### config.mk
export PLATFORM = sky130hd
export DESIGN_NAME = instruction_fetch_unit
export DESIGN_NICKNAME = d
export VERILOG_FILES = /design/src/rtl/instruction_fetch_unit.sv
export SDC_FILE = /design/constraint.sdc
export NUM_CORES = 1
export LEC_CHECK = 0
export CAP_MARGIN = 20
export CORE_AREA = 2 2 127 129
export DETAILED_ROUTE_END_ITERATION = 8
export DIE_AREA = 0 0 129 131
export PLACE_DENSITY = 0.86
export SLEW_MARGIN = 5
export SYNTH_ARGS = -nofsm -noshare
export SYNTH_HDL_FRONTEND = slang
export SYNTH_SLANG_ARGS = --single-unit
### constraint.sdc
create_clock -name clk -period 3.4 [get_ports clk]
set_input_delay 0.68 -clock clk [delete_from_list [all_inputs] [get_ports clk]]
set_output_delay 0.68 -clock clk [all_outputs]
set_load 0.005 [all_outputs]
### src/rtl/instruction_fetch_unit.sv
// rtl/instruction_fetch_unit.sv - single-outstanding instruction fetch with a one-entry output slot
// Branch redirects squash wrong-path fetches; a still-outstanding squashed request is drained in FLUSH.
module instruction_fetch_unit #(
  parameter logic [31:0] RESET_PC = 32'h0000_0000
) (
  input  logic        clk,
  input  logic        rst_n,
  output logic        imem_req,
  output logic [31:0] imem_addr,
  input  logic        imem_ready,
  input  logic [31:0] imem_rdata,
  output logic        instr_valid,
  output logic [31:0] instr_out,
  output logic [31:0] instr_pc,
  output logic [31:0] link_addr,
  input  logic        decode_ready,
  input  logic        branch_taken,
  input  logic [31:0] branch_pc,
  input  logic [23:0] branch_offset
);

  typedef enum logic [1:0] {IDLE, FETCH, FULL, FLUSH} state_e;

  state_e      state_q, state_d;
  logic [31:0] pc_q, pc_d;
  logic [31:0] squash_q, squash_d;
  logic [31:0] instr_out_q, instr_out_d;
  logic [31:0] instr_pc_q, instr_pc_d;
  logic        instr_valid_q, instr_valid_d;
  logic [31:0] branch_target;
  logic [31:0] req_addr;

  assign branch_target = branch_pc + 32'd8 + {{6{branch_offset[23]}}, branch_offset, 2'b00};
  assign req_addr      = (state_q == FLUSH) ? squash_q : pc_q;

  assign imem_req    = (state_q == FETCH) || (state_q == FLUSH);
  assign imem_addr   = {req_addr[31:2], 2'b00};
  assign instr_valid = instr_valid_q;
  assign instr_out   = instr_out_q;
  assign instr_pc    = instr_pc_q;
  assign link_addr   = instr_pc_q + 32'd4;

  always_comb begin
    state_d       = state_q;
    pc_d          = pc_q;
    squash_d      = squash_q;
    instr_out_d   = instr_out_q;
    instr_pc_d    = instr_pc_q;
    instr_valid_d = instr_valid_q;

    case (state_q)
      IDLE: state_d = FETCH;
      FETCH: begin
        if (imem_ready) begin
          instr_out_d   = imem_rdata;
          instr_pc_d    = pc_q;
          instr_valid_d = 1'b1;
          pc_d          = pc_q + 32'd4;
          state_d       = FULL;
        end
      end
      FULL: begin
        if (decode_ready) begin
          instr_valid_d = 1'b0;
          state_d       = FETCH;
        end
      end
      FLUSH: begin
        if (imem_ready) state_d = FETCH;
      end
      default: state_d = IDLE;
    endcase

    // Redirect overrides everything above; returned data in the same cycle is wrong-path.
    if (branch_taken) begin
      pc_d          = {branch_target[31:2], 2'b00};
      instr_valid_d = 1'b0;
      instr_out_d   = instr_out_q;
      instr_pc_d    = instr_pc_q;
      case (state_q)
        FETCH: begin
          if (imem_ready) begin
            state_d = FETCH;
          end else begin
            squash_d = pc_q;
            state_d  = FLUSH;
          end
        end
        FLUSH:   state_d = imem_ready ? FETCH : FLUSH;
        default: state_d = FETCH;
      endcase
    end
  end

  always_ff @(posedge clk or negedge rst_n) begin
    if (!rst_n) begin
      state_q       <= IDLE;
      pc_q          <= RESET_PC;
      squash_q      <= 32'h0;
      instr_out_q   <= 32'h0;
      instr_pc_q    <= 32'h0;
      instr_valid_q <= 1'b0;
    end else begin
      state_q       <= state_d;
      pc_q          <= pc_d;
      squash_q      <= squash_d;
      instr_out_q   <= instr_out_d;
      instr_pc_q    <= instr_pc_d;
      instr_valid_q <= instr_valid_d;
    end
  end

endmodule

# Word-level counts from Yosys, hierarchy flattened
# Cells that the tools add are included.
[word_totals]
word_cells = 44
regBits = 131
input_bits = 93
out_inout_bits = 130
[classes]
addsub = 4
reduce_logical = 11
bitwise = 2
n_mux = 15
n_eq_ne = 6
[ops]
columns = ["cell", "count"]
rows = [
  ["two-way mux 32 bit", 4],
  ["adder 32 x 3 -> 32 bit (second input constant)", 2],
  ["adder 32 bit", 1],
  ["adder 32 x 4 -> 32 bit (second input constant)", 1],
  ["two-way mux 2 bit", 6],
  ["AND reduction 3 bit", 4],
  ["inequality test 3 bit (second input constant)", 3],
  ["one-hot mux 2 bit (4 select lines)", 1],
  ["equality test 2 bit (second input constant)", 2],
  ["nonzero test 2 bit", 2],
  ["two-way mux 1 bit", 3],
  ["nonzero test 3 bit", 1],
  ["equality test 2 x 1 -> 1 bit (second input constant)", 1],
  ["zero test 2 bit", 1],
  ["NOT 1 bit", 2],
  ["one-hot mux 1 bit (2 select lines)", 1],
  ["AND reduction 2 bit", 1],
  ["OR reduction 2 bit", 1],
  ["logical OR 1 bit", 1],
]

# Depth between registers and ports, before layout
# Gate-level depths: netlist of the first run.
[logic_depth]
ltp_word = 4
depth_mapped = 12
ltp_nobuf = 12

# Worst setup path before layout of the first run
# OpenSTA, ideal clock, no wires.
[synth_timing]
path_kind = "input to register"
startpoint = "in branch_pc[3]"
endpoint = "reg pc_q[29]"
cell_stages = 12
t_required_ns = 3.280
slack_ns = 0.320
arrival_ns = 2.959
setup_time_ns = 0.120
n_path_buf = 0
path_cell_list = "inv_1 > ha_1 > inv_1 > ha_1 > fa_1 > a211oi_2 > o21ai_2 > o2111ai_2 > o21ba_2 > o31ai_4 > a2111o_1 > o211a_1"
[synth_between]
elab_chain_len = 3
[synth_lines]
columns = ["item", "line_no", "source"]
rows = [
  ["start, declared", "18", "input logic [31:0] branch_pc,"],
  ["adder 32 x 4 -> 32 bit", "33", "assign branch_target = branch_pc + 32'd8 + {{6{branch_offset[23]}}, branch_offset, 2'b00};"],
  ["adder 32 bit", "33", ""],
  ["two-way mux 32 bit", "75", "if (branch_taken) begin"],
  ["end signal, assigned", "105", "pc_q <= pc_d;"],
  ["end, declared", "25", "logic [31:0] pc_q, pc_d;"],
]
# Every way passes these cells.
# A chain may end at the register's enable or synchronous reset.

# Final worst setup path of the first run
[layout_timing]
startpoint = "reg instr_pc_q[6], in the netlist instr_pc[6]"
endpoint = "out link_addr[30]"
[layout_between]
elab_chain_len = 1
[layout_lines]
columns = ["item", "line_no", "source"]
rows = [
  ["start, declared", "28", "logic [31:0] instr_pc_q, instr_pc_d;"],
  ["start signal, assigned", "108", "instr_pc_q <= instr_pc_d;"],
  ["adder 32 x 3 -> 32 bit", "41", "assign link_addr = instr_pc_q + 32'd4;"],
  ["end, declared", "15", "output logic [31:0] link_addr,"],
]
# Every way passes these cells.

==> results of run 1 <==
==> through the flow <==
step | hold WS (ns) | TNS (ns) | cell area [um^2] | power [mW] | instances
2_1_floorplan | 0.3844 | 0 | 8075 | 3.847 | 765
3_3_place_gp | 0.4852 | -0.5377 | 10520 | 5.521 | 1182
3_5_place_dp | 0.4920 | -0.7324 | 10520 | 5.633 | 1182
4_1_cts | 0.4022 | 0 | 11160 | 7.535 | 1217
5_1_grt | 0.4284 | -0.02414 | 11190 | 7.918 | 1217
6_report | 0.3346 | 0 | 11190 | 7.497 | 1217
==> area by class of cell <==
cell class                 count  area (um^2)  share of cell area [%]
multi-input combinational    589         4745                   42.39
tap                          216        270.3                   2.414
clock buffer                  22        464.2                   4.147
clock inverter                10        138.9                   1.241
sequential                   125         3136                   28.01
inverter                      12        45.04                  0.4024
timing repair buffer         243         2395                   21.40
==> sequential cells by signal, indices dropped and copies added (netlist names) <==
signal and cells:
pc_q 30, instr_out 32, state_q 2, instr_valid 1, instr_pc 30, squash_q 30
==> worst paths after layout <==
kind,from,to,slack (ns),depth (start not counted)
worst max-delay path,instr_pc[6],link_addr[30],0.05,8
worst min-delay path,rst_n,squash_q[4],0.33,2
worst max register to register,state_q[1],pc_q[31],1.07,7
worst min register to register,squash_q[4],squash_q[4],0.50,1
max in group asynchronous,rst_n,instr_pc[11],2.51,2
min in group clk,squash_q[4],squash_q[4],0.50,1
==> timing repair <==
| action | CTS | global route |
|---|---|---|
| buffers inserted | 3 | 0 |
| hold buffers | 0 | 0 |
| endpoints found under the setup margin | 9 | 6 |
| resized for setup | 7 | 12 |
==> kinds of logic after synthesis <==
logic type,count (synthesis)
buf+inv,51
compound gates,116
flops,125
simple gates,198
xor+xnor,79
other cells,1
fa+ha+maj,60
mux,130
==> cells in the mapped netlist (4+ instances only) <==
cell type / n / share of area [%]
sky130_fd_sc_hd__and2_1: 5 / 0.39
sky130_fd_sc_hd__a31oi_1: 4 / 0.31
sky130_fd_sc_hd__o21ai_0: 26 / 1.6
sky130_fd_sc_hd__nand3_1: 29 / 1.8
sky130_fd_sc_hd__and4_1: 5 / 0.54
sky130_fd_sc_hd__mux2_2: 121 / 17
sky130_fd_sc_hd__and3_1: 20 / 1.6
sky130_fd_sc_hd__nor3_1: 5 / 0.31
sky130_fd_sc_hd__xor2_1: 27 / 2.9
sky130_fd_sc_hd__buf_4: 8 / 0.75
sky130_fd_sc_hd__clkbuf_1: 18 / 0.84
sky130_fd_sc_hd__inv_1: 12 / 0.56
sky130_fd_sc_hd__xnor2_1: 52 / 5.7
sky130_fd_sc_hd__a21oi_1: 42 / 2.6
sky130_fd_sc_hd__dfrtp_1: 125 / 39
sky130_fd_sc_hd__nand2_1: 65 / 3.0
sky130_fd_sc_hd__o211ai_1: 4 / 0.37
sky130_fd_sc_hd__buf_2: 11 / 0.68
sky130_fd_sc_hd__nor2_1: 34 / 1.6
sky130_fd_sc_hd__mux2i_1: 9 / 1.1
sky130_fd_sc_hd__a21o_1: 8 / 0.75
sky130_fd_sc_hd__nand4_1: 11 / 0.85
sky130_fd_sc_hd__a211o_1: 4 / 0.43
sky130_fd_sc_hd__ha_1: 59 / 9.2
==> worst max-delay path, cell delays in order (launching register included) <==
cell and delay (ns):
sky130_fd_sc_hd__dfrtp_1 0.37, sky130_fd_sc_hd__and3_1 0.18, sky130_fd_sc_hd__and2_1 0.17, sky130_fd_sc_hd__and3_4 0.22, sky130_fd_sc_hd__and3_4 0.23, sky130_fd_sc_hd__and4_4 0.27
sky130_fd_sc_hd__nand3_1 0.10, sky130_fd_sc_hd__xnor2_1 0.19, sky130_fd_sc_hd__clkdlybuf4s50_1 0.53
==> power breakdown <==
group	switching, mW	leakage [nW]	total, mW	internal [mW]
clock	0.630	0.282	1.82	1.19
combinational	1.08	3.01	3.06	1.98
sequential	0.586	1.47	2.62	2.04
total	2.30	4.76	7.50	5.20
==> per-layer routing <==
layer  up-vias  share of wire, %  global-route usage, %
li1       3170                 -                      -
met1      3138                42                  28.56
met2       232                49                  41.21
met3        42               6.4                  4.845
met4         0               2.6                  8.696
met5         -                 0                      0
==> summary.txt, run 1 <==
GRT
  • Vias in the first global route: around 6400
  • Antenna violations before repair: 0
  • Total congestion overflow: 0
  • Global-route wire length before repair: about 31000 um
  • Pin count of the biggest net entering global routing: ~130
  • Global-route usage over all layers: between 20% and 30%

Timing
  • Pins Over Slew Limit: 0
  • Final number of setup-violating endpoints: 0
  • Setup repair after global routing missed its margin: true
  • Min setup slack post-route: 0.05428 ns
  • Max transition margin: between 50% and 60%
  • Min Clock Period, post-route: between 3 and 4 ns
  • Least-Margin Pin Slew: ~0.68 ns
  • Upper clock frequency limit: approximately 300 MHz
  • Endpoints failing hold: 0
  • Post-route clock skew: 0.008936 ns
  • Period utilisation layout: between 90% and 100%

Route
  • Wirelength per Cell: ~16 um
  • Remaining DRCs: 0
  • Vias per cell: between 5 and 6
  • Vias: 6582
  • Total Wirelength: a little under 20000 um
  • Count of antenna-violating nets left after detailed routing: 0
  • Number of optimization iterations in the first detailed-route pass: 5
  • Number of design-rule violations left by the first detailed-router iteration: roughly 350

Yosys
  • Main combinational cell family by area after synthesis: multiplexers
  • Number of distinct library cells after synthesis: 64
  • Total standard cell area after synthesis: between 8000 and 9000 um^2
  • Most frequently used flop master after synthesis: sky130_fd_sc_hd__dfrtp_1
  • Synthesized area divided by synthesized cell count: between 10 and 15 um^2
  • FF+latch count, synth: 125
  • Xor and xnor fraction of the mapped netlist area: 8.588%
  • Ys Warns: 0
  • Fraction of the mapped netlist area in simple logic gates: approximately 13%
  • Sequential cell area fraction in the yosys report: between 30% and 40%
  • Multiplexer area fraction after synthesis: ~18%
  • Number of enable-type register cells in the synthesized netlist: 0
  • Adder-cell share of the synthesized area: under 10%
  • Number of instances in the synthesized netlist: 760
  • Compound-cell area share of the yosys netlist: under 10%
  • Proportion of synthesized flip-flops having asynchronous set or reset: 100.0%

Layout
  • Most frequent standard cell in the layout excluding fill and tap cells: sky130_fd_sc_hd__clkdlybuf4s50_1
  • Area growth from synthesis to final layout: 38.93%
  • Final layout net count: about 1100
  • Fillers: roughly 1100
  • Antenna Diode Count: 0
  • Commonest cells after routing, fill and taps aside: 208 x sky130_fd_sc_hd__clkdlybuf4s50_1, 121 x sky130_fd_sc_hd__mux2_2, 119 x sky130_fd_sc_hd__dfrtp_1
  • Layout Utilization: between 70% and 80%
  • Proportion of layout cells with a drive suffix above 1: 21.08%

Outcome
  • Status: complete, no violations

Die
  • Starting Density: roughly half
  • I/O pin count: between 200 and 250
  • Die height: 131 um
  • Cell row count: 46
  • Area of the core: ~16000 um^2
  • Die outline area: about 17000 um^2
  • DIE WIDTH: between 100 and 150 um

Placed design
  • Final GP Congestion: between 0.8 and 0.9
  • Half-perimeter wire length after placement: ~15000 um
  • Port Buffers: approximately 210
  • Worst-case setup slack after placement: -0.1987 ns

Power and ir drop
  • Leakage: 4.760 nW
  • P per Cell Area: about 670 nW/um^2
  • Worst voltage drop across the vdd grid: approximately 0.3 mV

Clocking
  • Clock Tree Buf Depth: 2
  • H-tree level count: 4
  • Insertion delay of the later-clocked pin in the worst-skew pair: 0.41 ns
  • Clock transition at the register clock pins on the worst setup and hold paths after CTS: approximately 0.050 ns
  • CTS tree: yes
  • Number of clock sinks seen by CTS: 125
  • Root buffer selected by CTS: sky130_fd_sc_hd__clkbuf_16
  • Clock buffers created by TritonCTS: 17

Critical path
  • Arrival time of data at the critical path endpoint: approximately 2.7 ns
  • Crit path max fanout: 5
  • Category of the worst setup path capture point: output pin
  • Type of origin of the critical path: register
  • Req. time, crit path: 2.72 ns
  • Worst setup path category: reg -> out

Worst hold path
  • Hold/Removal Path Class: in -> async

Flow run
  • Max-cap violations: 0
Power figures use the tool's default switching activity.
==> run 2, diff against run 1 <==
--- a/config.mk
+++ b/config.mk
@@ -10,6 +10,7 @@
 export DETAILED_ROUTE_END_ITERATION = 8
 export DIE_AREA = 0 0 129 131
 export PLACE_DENSITY = 0.86
+export SKIP_LAST_GASP = 1
 export SLEW_MARGIN = 5
 export SYNTH_ARGS = -nofsm -noshare
 export SYNTH_HDL_FRONTEND = slang
==> run 2 against run 1 <==
  * Largest power group unchanged
  * Critical path type unchanged
  * Via count grew 0.40%
  * Flip-flop and latch count is the same
  * Largest cell class unchanged
  * Cell count is the same
  * Clock skew shrank 0.00070 ns
  * Setup slack lost 0.059 ns
  * Power is essentially flat
  * Sequential share of layout area is essentially flat
  * The run now ends with negative setup slack left
  * Sequential power is essentially flat
  * Non-clock buffer count is the same
  * Global-route usage is the same
  * Wire length shrank 0.15%
  * First-iteration DRC count grew 5.9%
==> summary.txt, run 2 (synthesized netlist as in run 1, its figures left out) <==
Clocking
  • Clock buffers created by TritonCTS: 17
  • Insertion delay of the later-clocked pin in the worst-skew pair: 0.41 ns
  • Clock transition at the register clock pins on the worst setup and hold paths after CTS: 0.05 ns
  • Number of clock sinks seen by CTS: around 130
  • CTS tree: yes
  • H-tree level count: 4
  • Root buffer selected by CTS: sky130_fd_sc_hd__clkbuf_16
  • Clock Tree Buf Depth: 2
  • Count of hold buffers inserted by post-cts repair: 0

Critical path
  • Crit path max fanout: 5
  • Type of origin of the critical path: register
  • Critical register-to-register path startpoint: state_q[1]
  • Req. time, crit path: ~2.7 ns
  • Worst setup path category: reg -> out
  • Worst R2R Setup Slack: approximately 1.1 ns
  • Arrival time of data at the critical path endpoint: approximately 2.7 ns
  • Register-to-Register Path Depth: 7
  • Destination of the worst register-to-register timing path: pc_q[31]
  • Category of the worst setup path capture point: output pin

Layout
  • Final layout net count: ~1100
  • Fillers: 1074
  • Finished Layout Cells: ~1200
  • Most frequent standard cell in the layout excluding fill and tap cells: sky130_fd_sc_hd__clkdlybuf4s50_1
  • Number of flip-flops in the largest register: 32
  • Layout Utilization: between 70% and 80%
  • Area growth from synthesis to final layout: 38.72%
  • Commonest cells after routing, fill and taps aside: 211 x sky130_fd_sc_hd__clkdlybuf4s50_1, 121 x sky130_fd_sc_hd__mux2_2, 121 x sky130_fd_sc_hd__dfrtp_1
  • Antenna Diode Count: 0
  • Proportion of layout cells with a drive suffix above 1: 20.68%

Route
  • Highest metal used: met4
  • Vias per cell: 5.430
  • Total Wirelength: between 15000 and 20000 um
  • Wirelength per Cell: between 15 and 20 um
  • Routed length on met3: 1304 um
  • Count of antenna-violating nets left after detailed routing: 0
  • Number of optimization iterations in the first detailed-route pass: 5
  • Routed wl met2: approximately 9800 um
  • Remaining DRCs: 0
  • Number of design-rule violations left by the first detailed-router iteration: roughly 380
  • Vias: 6608
  • M1 WL: 8182 um

Die
  • DIE WIDTH: 129 um
  • Die outline area: around 17000 um^2
  • Area of the core: about 16000 um^2
  • Starting Density: 51.65%
  • I/O pin count: 223
  • Die height: around 130 um
  • Cell row count: 46

GRT
  • Antenna violations before repair: 0
  • Pin count of the biggest net entering global routing: ~130
  • Global-route usage over all layers: 23.44%
  • Vias in the first global route: around 6400
  • Global-route wire length before repair: ~31000 um
  • Total congestion overflow: 0

Timing
  • Post-route clock skew: 0.008233 ns
  • Setup TNS Final: -0.004496 ns
  • Setup repair after global routing missed its margin: true
  • Pins Over Slew Limit: 0
  • Final number of setup-violating endpoints: 1
  • Least-Margin Pin Slew: 0.6746 ns
  • Upper clock frequency limit: 293.7 MHz
  • Min Clock Period, post-route: ~3.4 ns
  • Period utilisation layout: 100.1%
  • Endpoints failing hold: 0
  • Min setup slack post-route: -0.004496 ns
  • WHS: about 0.33 ns
  • Max transition margin: 55.03%

Placed design
  • Half-perimeter wire length after placement: around 15000 um
  • Worst-case setup slack after placement: -0.1987 ns
  • Final GP Congestion: between 0.8 and 0.9
  • Port Buffers: ~210
  • Number of cells after detailed placement: about 1200

Worst hold path
  • Hold/Removal Path Class: in -> async

Power and ir drop
  • Worst voltage drop across the vdd grid: between 0.3 and 0.4 mV
  • Leakage: roughly 4.7 nW
  • P per Cell Area: 670.5 nW/um^2

Flow run
  • Max-cap violations: 0

Outcome
  • Violations in the final reports: negative setup slack
  • Status: finished with violations
[run 2: layout make-up]
| class | count | area [um^2] | area share, % |
|---|---|---|---|
| Clock inverter | 10 | 138.9 | 1.243 |
| Inverter | 12 | 45.04 | 0.4030 |
| Sequential cell | 125 | 3133 | 28.03 |
| Tap cell | 216 | 270.3 | 2.418 |
| Clock buffer | 22 | 464.2 | 4.154 |
| Timing Repair Buffer | 243 | 2387 | 21.36 |
| Multi-Input combinational cell | 589 | 4737 | 42.39 |
[run 2: stage by stage]
stage	cell area [um^2]	power, mW
after detailed placement	10520	5.633
after CTS	11160	7.535
after floorplan	8075	3.847
final	11180	7.493
after global routing	11180	7.917
after global placement	10520	5.521
[run 2: critical path, stage by stage, from the launching register on]
cell and delay (ns):
sky130_fd_sc_hd__dfrtp_1 0.37, sky130_fd_sc_hd__and3_1 0.18, sky130_fd_sc_hd__and2_1 0.16, sky130_fd_sc_hd__and3_1 0.26, sky130_fd_sc_hd__and3_4 0.25, sky130_fd_sc_hd__and4_4 0.27, sky130_fd_sc_hd__nand3_1 0.10, sky130_fd_sc_hd__xnor2_1 0.19
sky130_fd_sc_hd__clkdlybuf4s50_1 0.53
[run 2: worst max path at each step]
stage                  from  slack (ns)  depth (start not counted)            end
3_3_place_gp   branch_pc[3]       -0.18                         14       pc_q[31]
3_5_place_dp   branch_pc[3]       -0.20                         14       pc_q[31]
2_1_floorplan  branch_pc[3]        0.32                         12       pc_q[29]
4_1_cts         instr_pc[3]       0.005                          7  link_addr[30]
5_1_grt         instr_pc[6]       -0.07                          8  link_addr[25]
6_report        instr_pc[6]      -0.004                          8  link_addr[30]
[run 2: report_power, final]
part	leakage, nW	internal [mW]	switching [mW]
registers	1.47	2.03	0.584
clock network	0.282	1.19	0.627
logic	2.99	1.98	1.08
total	4.74	5.20	2.29
[run 2: metal layers]
metal / up-vias / global-route usage [%]
li1: 3173 / -
met1: 3147 / 28.56
met2: 248 / 41.21
met3: 40 / 4.845
met4: 0 / 8.696
met5: - / 0
[run 2: what timing repair did]
item                       4_1_cts  5_1_grt
setup endpoints to repair        9        6
hold endpoints to repair         0        0
pin swaps                        0        0
buffers inserted                 3        0
gates resized for setup          7        5
